## src/rtl/div_pkg.sv

```systemverilog
// Shared definitions for the sequential restoring divider: FSM encoding, default
// sizing and the conditional two's-complement helper.
package div_pkg;

    typedef enum logic [1:0] {
        StIdle = 2'd0,
        StCalc = 2'd1,
        StDone = 2'd2
    } state_e;

    localparam int unsigned DefaultWidth = 8;
    localparam int unsigned DefaultCntW  = $clog2(DefaultWidth);

    // Callers zero-extend into 32 bits and truncate back; the low WIDTH bits of the
    // 32-bit negation equal the WIDTH-bit two's complement.
    function automatic logic [31:0] cond_neg(input logic [31:0] v, input logic en);
        return en ? (~v + 32'd1) : v;
    endfunction

endpackage

```

## src/rtl/div_step.sv

```systemverilog
// One combinational restoring-division step: shift in the next dividend bit, try the
// subtraction, keep it or restore.
module div_step #(
    parameter int unsigned WIDTH = 8
) (
    input  logic [WIDTH-1:0] i_a,
    input  logic             i_q_msb,
    input  logic [WIDTH-1:0] i_divisor,
    output logic [WIDTH-1:0] o_a_next,
    output logic             o_q_bit
);

    logic [WIDTH:0] w_shifted;
    logic [WIDTH:0] w_trial;

    assign w_shifted = {i_a, i_q_msb};
    assign w_trial   = w_shifted - {1'b0, i_divisor};

    // Between steps A is always below the divisor, so WIDTH bits hold it exactly.
    always_comb begin
        o_q_bit  = ~w_trial[WIDTH];
        o_a_next = w_trial[WIDTH] ? w_shifted[WIDTH-1:0] : w_trial[WIDTH-1:0];
    end

endmodule

```

## src/rtl/seq_restoring_divider.sv

```systemverilog
// Multi-cycle restoring divider, one quotient bit per clock, signed or unsigned per
// operation, with valid/ready on both sides and divide-by-zero / overflow flags.
module seq_restoring_divider
    import div_pkg::*;
#(
    parameter int unsigned WIDTH = 8
) (
    input  logic             clk,
    input  logic             rst,
    input  logic             in_valid,
    output logic             in_ready,
    input  logic [WIDTH-1:0] in_dividend,
    input  logic [WIDTH-1:0] in_divisor,
    input  logic             in_signed,
    output logic             out_valid,
    input  logic             out_ready,
    output logic [WIDTH-1:0] out_quotient,
    output logic [WIDTH-1:0] out_remainder,
    output logic             out_dbz,
    output logic             out_ovf
);

    localparam int unsigned CntW = (WIDTH > 1) ? $clog2(WIDTH) : 1;

    state_e           r_state, w_state_next;
    logic [WIDTH-1:0] r_a, r_q, r_dvsr, r_quot, r_rem;
    logic [CntW-1:0]  r_cnt;
    logic             r_qsign, r_rsign, r_dbz, r_ovf;

    logic             w_accept, w_last, w_div_zero, w_ovf_in;
    logic             w_dvd_neg, w_dvs_neg, w_qbit;
    logic [WIDTH-1:0] w_dvd_abs, w_dvs_abs, w_a_next, w_q_next;

    assign in_ready  = (r_state == StIdle);
    assign out_valid = (r_state == StDone);
    assign w_accept  = in_valid && in_ready;
    assign w_last    = (r_cnt == '0);

    assign w_dvd_neg  = in_signed && in_dividend[WIDTH-1];
    assign w_dvs_neg  = in_signed && in_divisor[WIDTH-1];
    assign w_dvd_abs  = WIDTH'(cond_neg(32'(in_dividend), w_dvd_neg));
    assign w_dvs_abs  = WIDTH'(cond_neg(32'(in_divisor), w_dvs_neg));
    assign w_div_zero = (in_divisor == '0);
    assign w_ovf_in   = in_signed && (in_dividend == {1'b1, {(WIDTH-1){1'b0}}})
                        && (in_divisor == '1);

    div_step #(
        .WIDTH(WIDTH)
    ) u_step (
        .i_a      (r_a),
        .i_q_msb  (r_q[WIDTH-1]),
        .i_divisor(r_dvsr),
        .o_a_next (w_a_next),
        .o_q_bit  (w_qbit)
    );

    assign w_q_next = {r_q[WIDTH-2:0], w_qbit};

    always_ff @(posedge clk) begin
        if (rst) begin
            r_state <= StIdle;
        end else begin
            r_state <= w_state_next;
        end
    end

    always_comb begin
        w_state_next = r_state;
        case (r_state)
            StIdle:  if (w_accept) w_state_next = w_div_zero ? StDone : StCalc;
            StCalc:  if (w_last) w_state_next = StDone;
            StDone:  if (out_ready) w_state_next = StIdle;
            default: w_state_next = StIdle;
        endcase
    end

    always_ff @(posedge clk) begin
        if (rst) begin
            r_a     <= '0;
            r_q     <= '0;
            r_dvsr  <= '0;
            r_cnt   <= '0;
            r_qsign <= 1'b0;
            r_rsign <= 1'b0;
            r_quot  <= '0;
            r_rem   <= '0;
            r_dbz   <= 1'b0;
            r_ovf   <= 1'b0;
        end else begin
            case (r_state)
                StIdle: begin
                    if (w_accept) begin
                        r_a     <= '0;
                        r_q     <= w_dvd_abs;
                        r_dvsr  <= w_dvs_abs;
                        r_cnt   <= CntW'(WIDTH - 1);
                        r_qsign <= w_dvd_neg ^ w_dvs_neg;
                        r_rsign <= w_dvd_neg;
                        r_dbz   <= w_div_zero;
                        r_ovf   <= w_ovf_in;
                        if (w_div_zero) begin
                            r_quot <= '1;
                            r_rem  <= in_dividend;
                        end
                    end
                end
                StCalc: begin
                    r_a   <= w_a_next;
                    r_q   <= w_q_next;
                    r_cnt <= r_cnt - CntW'(1);
                    // Sign fix-up rides on the final step so DONE needs no extra cycle.
                    if (w_last) begin
                        r_quot <= WIDTH'(cond_neg(32'(w_q_next), r_qsign));
                        r_rem  <= WIDTH'(cond_neg(32'(w_a_next), r_rsign));
                    end
                end
                default: ;
            endcase
        end
    end

    assign out_quotient  = r_quot;
    assign out_remainder = r_rem;
    assign out_dbz       = r_dbz;
    assign out_ovf       = r_ovf;

endmodule

```

## config.mk

```make
export PLATFORM = sky130hd
export DESIGN_NAME = seq_restoring_divider
export DESIGN_NICKNAME = d
export VERILOG_FILES = /design/src/rtl/div_pkg.sv /design/src/rtl/div_step.sv /design/src/rtl/seq_restoring_divider.sv
export SDC_FILE = /design/constraint.sdc
export NUM_CORES = 1
export LEC_CHECK = 0
export ABC_AREA = 0
export CORE_ASPECT_RATIO = 1.1
export CORE_MARGIN = 5
export CORE_UTILIZATION = 50
export DETAILED_ROUTE_END_ITERATION = 12
export PLACE_DENSITY = 0.85
export REMOVE_ABC_BUFFERS = 1
export SYNTH_ARGS = -nofsm -noshare
export SYNTH_HDL_FRONTEND = slang
export SYNTH_SLANG_ARGS = --single-unit
```

## constraint.sdc

```tcl
create_clock -name clk -period 3.6 [get_ports clk]
set_input_delay 1.08 -clock clk [delete_from_list [all_inputs] [get_ports clk]]
set_output_delay 1.08 -clock clk [all_outputs]
set_load 0.01 [all_outputs]
```

==> impl_metrics.env, run 1 <==
export IMPL_reg2reg_to="out_remainder[2]"
export IMPL_cts_resized=0
export IMPL_antenna_cells=0
export IMPL_synth_top_family_by_area="simple AND/OR/NAND/NOR gates"
export IMPL_fin_area_um2=3590
export IMPL_maxSlewHeadroom_pct=25.8
export IMPL_fin_nets=465
export IMPL_synth_top_area_share_pct=32.2
export IMPL_rr_worst_depth=16
export IMPL_async_flop_share_pct=0
export IMPL_synth_adder_area_share_pct=6.83
export IMPL_post_cts_buffers=0
export IMPL_hold_path_class="reg2reg"
export IMPL_wl_per_cell_um=15.9
export IMPL_nFillCells=530
export IMPL_placed_area_um2=3500
export IMPL_rrSetupSlack_ps=260
export IMPL_synth_edf_count=0
export IMPL_drv_slew=0
export IMPL_setup_violations_final=0
export IMPL_synth_cells=399
export IMPL_yosysSeqAreaShare_pct=32.2
export IMPL_place_gp_congestion=0.908
export IMPL_post_route_min_period_ps=3340
export IMPL_layout_commonest_cell="nor2_1"
export IMPL_cpMostUsedCell="inv_1"
export IMPL_worst_pin_slew_ps=1110
export IMPL_route_detailed_drc=0
export IMPL_clk_path_buf_depth=2
export IMPL_drv_cap=0
export IMPL_crit_buf_inv=4
export IMPL_vias=2967
export IMPL_final_layout_size_suffix_gt1_share_pct=4.67
export IMPL_leakage_nw=1.35
export IMPL_clock_skew_ps=6.48
export IMPL_grt_setup_unrepaired="false"
export IMPL_clk_pin_slew_ps=90
export IMPL_dp_hpwl_um=5970
export IMPL_synth_seq_cells=49
export IMPL_rows=29
export IMPL_outcome="finished, final reports clean"
export IMPL_synth_area_mux_share_pct=3.13
export IMPL_htreeDepth=2
export IMPL_die_h_um=91.8
export IMPL_clock_root_buffer="clkbuf_8"
export IMPL_period_share_pct=92.7
export IMPL_synth_warnings=0
export IMPL_endpoint="out_remainder[2]"
export IMPL_synthXorXnorAreaFrac_pct=7.77
export IMPL_netlist_top_cells_area="dfxtp_1 (32%), nor2_1 (7.8%), ha_1 (6.2%)"
export IMPL_track_usage_pct=21.3
export IMPL_clk_latency_ps=310
export IMPL_cts_buffers=5
export IMPL_grt_max_degree=30
export IMPL_overflow=0
export IMPL_grt_pass1_vias=2924
export IMPL_core_um2=5840
export IMPL_cts_tree="yes"
export IMPL_vdd_drop_max_v=0.000235
export IMPL_wl_um=8010
export IMPL_cp_start_kind="flop"
export IMPL_port_buffers=40
export IMPL_grt_pass1_wl_um=13700
export IMPL_crit_chain="inv_1 -> ha_1 -> inv_1 -> fa_1 -> a21o_1 -> nand4_1 -> a21oi_1 -> nor3_4 -> inv_4 -> o21ai_0 -> inv_1 -> ha_1 -> nor2_1 -> xnor2_1 -> nor2_1 -> o41ai_1"
export IMPL_cp_max_fo=8
export IMPL_die_w_um=84.4
export IMPL_timing_rr_start="r_q[7]"
export IMPL_ff_latch_area_um2=981
export IMPL_area_delta_synth_final_pct=18.1
export IMPL_fin_tns_setup_ps=0
export IMPL_fmax_mhz=300
export IMPL_synth_compound_area_share_pct=20.8
export IMPL_synth_cell_types=47
export IMPL_netlist_area_um2=3040
export IMPL_synth_simple_area_share_pct=23.2
export IMPL_cp_slowest_cell="fa_1"
export IMPL_multi_input_area_um2=1880
export IMPL_holdWs_ps=463
export IMPL_viasPerCell=5.88
export IMPL_initial_core_util_pct=52.1
export IMPL_ioPinCount=41
export IMPL_antenna_found_initial=0
export IMPL_cts_sinks=49
export IMPL_final_cell_mix="nor2_1 (63), dfxtp_1 (49), clkdlybuf4s50_1 (40), a21oi_1 (34), nand2_1 (34)"
export IMPL_worstSetupEndpointType="flop"
export IMPL_critical_path_top_delay_family="compound AO/OA/AOI/OAI gates"
export IMPL_powerDensity_nw_per_um2=467
export IMPL_crit_required_ps=3800
export IMPL_cp_depth=16
export IMPL_synth_top_area_cell="dfxtp_1"
export IMPL_dr_pass1_iters=4
export IMPL_syn_area_per_cell_um2=7.63
export IMPL_drtIter0Drc=312
export IMPL_fp_dieArea_um2=7750
export IMPL_worstSetupPathType="reg2reg"
export IMPL_crit_start="r_q[7]"
export IMPL_detail_route_antenna_nets=0
export IMPL_hold_viol=0
export IMPL_worstPathArrival_ps=3530
export IMPL_slowest_delay_ps=390
export IMPL_synth_ff_type="dfxtp_1"
export IMPL_hold_buffers=0
[synth_stat cells (3+ instances only)]
| cell | instances |
|---|---|
| xor2_1 | 10 |
| nor3_1 | 14 |
| o31ai_1 | 4 |
| nand2_1 | 34 |
| a21o_1 | 3 |
| o41ai_1 | 4 |
| dfxtp_1 | 49 |
| a21oi_1 | 34 |
| nand3_1 | 15 |
| clkbuf_1 | 21 |
| inv_1 | 24 |
| a311oi_1 | 4 |
| and2_1 | 3 |
| mux2i_1 | 8 |
| ha_1 | 15 |
| or3_1 | 5 |
| nand2b_1 | 5 |
| a211oi_1 | 14 |
| xnor2_1 | 17 |
| o21ai_0 | 10 |
| a31oi_1 | 4 |
| nor3b_1 | 3 |
| a221oi_1 | 3 |
| a2111oi_0 | 3 |
| o22ai_1 | 3 |
| nand4_1 | 3 |
| nor2_1 | 63 |
[flip-flops by register name, summed over array words and instances, names as in the netlist]
register       count
out_dbz            1
out_ovf            1
out_quotient       8
out_remainder      8
r_a                8
r_cnt              3
r_dvsr             8
r_q                8
r_qsign            1
r_rsign            1
r_state            2
[where the power goes]
| part | switching, mW | internal (mW) | leakage [nW] |
|---|---|---|---|
| combinational | 0.399 | 0.301 | 0.905 |
| clock | 0.182 | 0.152 | 0.0433 |
| sequential | 0.0486 | 0.594 | 0.401 |
| total | 0.629 | 1.05 | 1.35 |
[worst reg2reg max path, delay by kind of cell, from the launching register on]
family,cells,cell delay [ps]
compound gates,4,1050
flops,1,340
fa+ha+maj,3,760
buf+inv,4,290
xor+xnor,1,180
simple gates,4,610
[routing by layer]
metal / GRT usage, % / up-vias / share of wire [%]
li1: - / 1457 / -
met1: 27.1 / 1389 / 42
met2: 36.3 / 100 / 48
met3: 3.32 / 21 / 7.0
met4: 7.78 / 0 / 2.5
met5: 0 / - / 0
[stage by stage]
| step | util, % | setup slack [ps] | std cells | total power, mW |
|---|---|---|---|---|
| after global routing | 61.5 | 128 | 505 | 1.79 |
| after CTS | 61.5 | 304 | 505 | 1.68 |
| final | 61.5 | 264 | 505 | 1.68 |
| after global placement | 59.9 | 358 | 498 | 1.32 |
| after floorplan | - | 351 | 376 | 1.13 |
| after detailed placement | 59.9 | 200 | 498 | 1.34 |
[cells by family after synthesis]
| kind of cell | count (synthesis) |
|---|---|
| adders and majority gates | 16 |
| xor gates and xnor gates | 27 |
| and+or+nand+nor | 154 |
| buffers and inverters | 48 |
| DFF | 49 |
| AOI/OAI and AO/OA | 96 |
| muxes | 9 |
[worst min-delay path by stage]
stage          cells past startpoint  slack, ps       from         to
2_1_floorplan                      2        430  r_dvsr[7]  r_dvsr[7]
3_3_place_gp                       2        450    out_ovf    out_ovf
3_5_place_dp                       2        450    out_dbz    out_dbz
4_1_cts                            2        460    out_dbz    out_dbz
5_1_grt                            2        490    out_dbz    out_dbz
6_report                           2        460    out_dbz    out_dbz
[cell type report]
cell class              count  area share (%)
flip-flops and latches     49            27.3
multi-input cells         302            52.3
well taps                  77            2.68
clock buffers               6            2.30
inverters                  25            2.68
repair buffers             45            12.5
clock inverters             1           0.209
No activity file was read; power rests on OpenSTA's default activity.
==> inputs of run 2 (changes only) <==
ABC_AREA = 1   (was 0)
PLACE_DENSITY = 0.84   (was 0.85)
==> run 2 against run 1 <==
Hold slack gained 5.1 ps; register-to-register slack gained 410 ps; critical path depth down 4; first-iteration DRC count grew 1.3%; clock skew is 6.5 ps higher; critical path type is now in2reg.
==> impl_metrics.env, run 2 <==
export IMPL_outcome="finished, final reports clean"
export IMPL_post_cts_buffers=0
export IMPL_yosysSeqAreaShare_pct=29.1
export IMPL_leakage_nw=1.75
export IMPL_drv_cap=0
export IMPL_synth_cells=514
export IMPL_critical_path_top_delay_family="buffers and inverters"
export IMPL_wl_um=8890
export IMPL_synth_ff_type="dfxtp_1"
export IMPL_rrSetupSlack_ps=670
export IMPL_dpl_worst_slack_ps=312
export IMPL_fmax_mhz=334
export IMPL_cpMostUsedCell="nand2_1"
export IMPL_place_gp_congestion=0.898
export IMPL_hold_path_class="reg2reg"
export IMPL_grt_pass1_wl_um=14800
export IMPL_crit_buf_inv=3
export IMPL_slowest_delay_ps=450
export IMPL_final_cell_mix="nand2_1 (116), inv_1 (74), a21oi_1 (49), dfxtp_1 (49), o21ai_0 (41)"
export IMPL_clk_latency_ps=310
export IMPL_wl_per_cell_um=14.1
export IMPL_drtIter0Drc=316
export IMPL_syn_area_per_cell_um2=6.57
export IMPL_ff_latch_area_um2=981
export IMPL_power_total_mw=2.26
export IMPL_worst_pin_slew_ps=581
export IMPL_synth_cell_types=44
export IMPL_worstSetupEndpointType="flop"
export IMPL_crit_required_ps=3810
export IMPL_fin_nets=587
export IMPL_hold_viol=0
export IMPL_hold_buffers=0
export IMPL_hp_start="out_quotient[3]"
export IMPL_fin_tns_setup_ps=0
export IMPL_cts_tree="yes"
export IMPL_holdPathStages=2
export IMPL_drv_slew=0
export IMPL_htreeDepth=2
export IMPL_cp_start_kind="input port"
export IMPL_worstPathArrival_ps=3200
export IMPL_route_detailed_drc=0
export IMPL_vias=3453
export IMPL_yosysMostFrequentCell="nand2_1"
export IMPL_antenna_cells=0
export IMPL_cts_resized=0
export IMPL_viasPerCell=5.46
export IMPL_setup_violations_final=0
export IMPL_core_um2=6590
export IMPL_initial_core_util_pct=51.2
export IMPL_detail_route_antenna_nets=0
export IMPL_nFillCells=596
export IMPL_place_inst=625
export IMPL_multi_input_area_um2=2020
export IMPL_crit_chain="clkdlybuf4s50_1 -> inv_1 -> ha_1 -> nand3_1 -> nor3_1 -> nand2_1 -> nand2_1 -> o311ai_0 -> nor2_1 -> clkinv_1 -> a21oi_1 -> a21oi_2"
export IMPL_fp_dieArea_um2=8490
export IMPL_clock_skew_ps=13.0
export IMPL_port_buffers=40
export IMPL_die_h_um=96.2
export IMPL_cp_slowest_cell="clkdlybuf4s50_1"
export IMPL_rr_worst_depth=19
export IMPL_powerDensity_nw_per_um2=573
export IMPL_yosys_top_cells_count="nand2_1 (116), inv_1 (74), a21oi_1 (49), dfxtp_1 (49), o21ai_0 (41)"
export IMPL_async_flop_share_pct=0
export IMPL_post_route_min_period_ps=2990
export IMPL_dp_hpwl_um=6650
export IMPL_clk_pin_slew_ps=90
export IMPL_dr_pass1_iters=5
export IMPL_area_delta_synth_final_pct=16.9
export IMPL_synth_top_area_share_pct=29.1
export IMPL_die_w_um=88.3
export IMPL_synth_edf_count=0
export IMPL_synth_top_area_cell="dfxtp_1"
export IMPL_reg2reg_to="out_remainder[6]"
export IMPL_placed_area_um2=3840
export IMPL_synth_warnings=0
export IMPL_maxSlewHeadroom_pct=61.2
export IMPL_clk_path_buf_depth=2
export IMPL_cts_buffers=5
export IMPL_min_to="out_quotient[3]"
export IMPL_grt_setup_unrepaired="false"
export IMPL_grt_pass1_vias=3273
export IMPL_cts_sinks=49
export IMPL_grt_max_degree=31
export IMPL_layout_setup_ws_ps=607
export IMPL_cp_max_fo=9
export IMPL_netlist_top_cells_area="dfxtp_1 (29%), nand2_1 (13%), inv_1 (8.2%)"
export IMPL_antenna_found_initial=0
export IMPL_final_layout_size_suffix_gt1_share_pct=9.45
export IMPL_ioPinCount=41
export IMPL_rows=31
export IMPL_synth_seq_cells=49
export IMPL_worstSetupPathType="in2reg"
export IMPL_netlist_area_um2=3370
export IMPL_vdd_drop_max_v=0.000420
export IMPL_timing_rr_start="r_q[7]"
export IMPL_layout_commonest_cell="nand2_1"
export IMPL_finalNonFillerCells=632
export IMPL_fin_area_um2=3950
export IMPL_clock_root_buffer="clkbuf_8"
export IMPL_period_share_pct=83.1
export IMPL_track_usage_pct=22.0
export IMPL_overflow=0
[run 2: report_power, final]
part	total (mW)	leakage [nW]	internal [mW]	switching [mW]
logic	1.21	1.30	0.431	0.782
registers	0.657	0.402	0.605	0.0521
clock network	0.391	0.0540	0.202	0.189
total	2.26	1.75	1.24	1.02
[run 2: cells by family after synthesis]
group                    share of synthesized area, %
AO/OA/AOI/OAI                                    18.3
XOR/XNOR                                         1.56
adder cells (fa/ha/maj)                          6.16
buffers and inverters                            11.2
flip-flops                                       29.1
AND/OR/NAND/NOR                                  33.7
[run 2: worst reg2reg max path, cell delays in order, from the launching register on]
cell and delay, ps:
dfxtp_1 320, inv_1 70, ha_1 150, inv_1 70, fa_1 410, nand2_1 80
nand2_1 150, nand3_4 160, nand3_4 140, nand2_4 220, nand2_1 80, nand2_1 140
ha_1 210, nand2_1 80, nor2_2 130, nand2_1 100, nand2_1 80, nand2_1 50
nand3_1 110, a21oi_1 80
[run 2: worst max path at each step]
stage                             start          endpoint  slack, ps  cells past startpoint
final                     in_divisor[0]  out_remainder[7]        610                     12
after global routing      in_divisor[1]  out_remainder[0]        370                     12
after CTS                 in_divisor[0]  out_remainder[7]        630                     12
after detailed placement  in_divisor[0]  out_remainder[7]        310                     12
after global placement    in_divisor[0]  out_remainder[7]        370                     12
after floorplan           in_divisor[0]  out_remainder[7]        330                     11
[run 2: final cells by class]
cell class	instances	share of cell area [%]
tap	82	2.60
clock inverter	2	0.888
multi-input combinational	369	51.1
inverter	79	7.52
clock buffer	5	1.74
timing repair buffer	46	11.3
sequential	49	24.9
[run 2: routing by layer]
layer	share of wire [%]	global-route usage, %	vias up
li1	-	-	1742
met1	42	27.1	1574
met2	50	38.2	115
met3	5.3	2.91	22
met4	2.6	9.57	0
met5	0	0	-
[run 2: through the flow]
stage / hold slack, ps / utilization (%)
after floorplan: 437 / -
after global placement: 455 / 58.3
after detailed placement: 458 / 58.3
after CTS: 472 / 59.8
after global routing: 506 / 59.8
final: 468 / 59.8
==> inputs of run 3 (changes only) <==
clock period = 2.9 ns   (was 3.6 ns; I/O delays follow)
==> run 3 against run 2 <==
Non-clock buffer count up 13; clock skew down 2.4 ps; total power up 28%; combinational power up 36%; sequential share of layout area down 0.88 points; core utilization up 2.2 points; via count up 3.6%; final area up 3.6%.
==> impl_metrics.env, run 3 (synthesis gave the netlist of run 2 again) <==
export IMPL_utilization_pct=62.0
export IMPL_viasPerCell=5.54
export IMPL_clock_skew_ps=10.6
export IMPL_vdd_drop_max_v=0.000418
export IMPL_period_share_pct=94.4
export IMPL_leakage_nw=1.83
export IMPL_layout_setup_ws_ps=161
export IMPL_fin_nets=600
export IMPL_die_w_um=88.3
export IMPL_fin_area_um2=4090
export IMPL_clk_path_buf_depth=2
export IMPL_dpl_worst_slack_ps=-261
export IMPL_overflow=0
export IMPL_dp_hpwl_um=6870
export IMPL_port_buffers=40
export IMPL_htreeDepth=2
export IMPL_wl_um=9170
export IMPL_nFillCells=591
export IMPL_fmax_mhz=365
export IMPL_place_inst=634
export IMPL_ioPinCount=41
export IMPL_worstSetupPathType="in2reg"
export IMPL_fin_tns_setup_ps=0
export IMPL_worst_pin_slew_ps=579
export IMPL_hold_path_class="reg2reg"
export IMPL_post_route_min_period_ps=2740
export IMPL_cts_tree="yes"
export IMPL_wl_per_cell_um=14.2
export IMPL_dr_pass1_iters=4
export IMPL_worstSetupEndpointType="flop"
export IMPL_drv_slew=0
export IMPL_grt_pass1_vias=3406
export IMPL_clk_pin_slew_ps=90
export IMPL_drtIter0Drc=239
export IMPL_setup_violations_final=0
export IMPL_hold_buffers=0
export IMPL_placed_area_um2=3920
export IMPL_vias=3577
export IMPL_power_total_mw=2.90
export IMPL_antenna_cells=0
export IMPL_fp_dieArea_um2=8490
export IMPL_cts_buffers=5
export IMPL_powerDensity_nw_per_um2=710
export IMPL_holdWs_ps=467
export IMPL_cts_sinks=49
export IMPL_layout_commonest_cell="nand2_1"
export IMPL_cp_max_fo=9
export IMPL_crit_required_ps=3130
export IMPL_grt_max_degree=31
export IMPL_place_gp_congestion=0.930
export IMPL_clk_latency_ps=300
export IMPL_area_delta_synth_final_pct=21.2
export IMPL_cp_start_kind="input port"
export IMPL_core_um2=6590
export IMPL_final_layout_size_suffix_gt1_share_pct=12.4
export IMPL_worstPathArrival_ps=2970
export IMPL_initial_core_util_pct=51.2
export IMPL_final_cell_mix="nand2_1 (114), inv_1 (74), a21oi_1 (49), dfxtp_1 (49), o21ai_0 (41)"
export IMPL_antenna_found_initial=0
export IMPL_die_h_um=96.2
export IMPL_hold_viol=0
export IMPL_clock_root_buffer="clkbuf_8"
export IMPL_rows=31
export IMPL_track_usage_pct=21.9
export IMPL_finalNonFillerCells=646
export IMPL_grt_pass1_wl_um=14900
export IMPL_detail_route_antenna_nets=0
export IMPL_outcome="finished, final reports clean"
export IMPL_maxSlewHeadroom_pct=61.4
export IMPL_route_detailed_drc=0
export IMPL_drv_cap=0
==> run 3: changes by cell type in the layout (fill, tap and decap cells not counted), moves of 2 or more <==
cell and change:
buf_4 +11, buf_12 +2, clkbuf_8 +2, nand2_1 -2
==> run 3: area by class of cell <==
type / count / area [um2] / area share [%]
clock buffer: 7 / 96.3 / 2.36
clock inverter: 1 / 5.00 / 0.122
inverter: 79 / 297 / 7.25
multi-input combinational: 369 / 2040 / 49.9
sequential: 49 / 981 / 24.0
tap: 82 / 103 / 2.51
timing repair buffer: 59 / 568 / 13.9
==> run 3: final timing paths <==
path / to / cells after the start / start / slack (ps)
max reg2reg: out_remainder[6] / 19 / r_q[7] / 260
min reg2reg: out_quotient[3] / 2 / out_quotient[3] / 470
min: out_quotient[3] / 2 / out_quotient[3] / 470
max: out_quotient[4] / 13 / in_divisor[0] / 160
==> run 3: power breakdown <==
group          total, mW  switching, mW  internal [mW]  leakage (nW)
clock              0.442          0.226          0.216        0.0542
combinational       1.65           1.02          0.632          1.37
sequential         0.815         0.0647          0.751         0.402
total               2.90           1.31           1.60          1.83
==> run 3: critical path, cell delays in order <==
cell             delay (ps)
clkdlybuf4s50_1         450
inv_1                   110
ha_1                    180
nand3_1                 130
nor3_2                  170
nand2_1                 120
nand2_1                  70
o311ai_0                120
nor2_1                  200
buf_4                   150
buf_4                   150
o21ai_0                  80
a41oi_1                 180
==> run 3: metal layers <==
layer	vias up	track usage (%)	part of all wire (%)
li1	1772	-	-
met1	1630	24.8	40
met2	142	39.8	50
met3	33	3.42	6.5
met4	0	9.95	3.0
met5	-	0	0
==> run 3: timing repair <==
action,4_1_cts,5_1_grt
buffers inserted,0,4
setup endpoints to repair,0,14
gates resized for setup,0,6
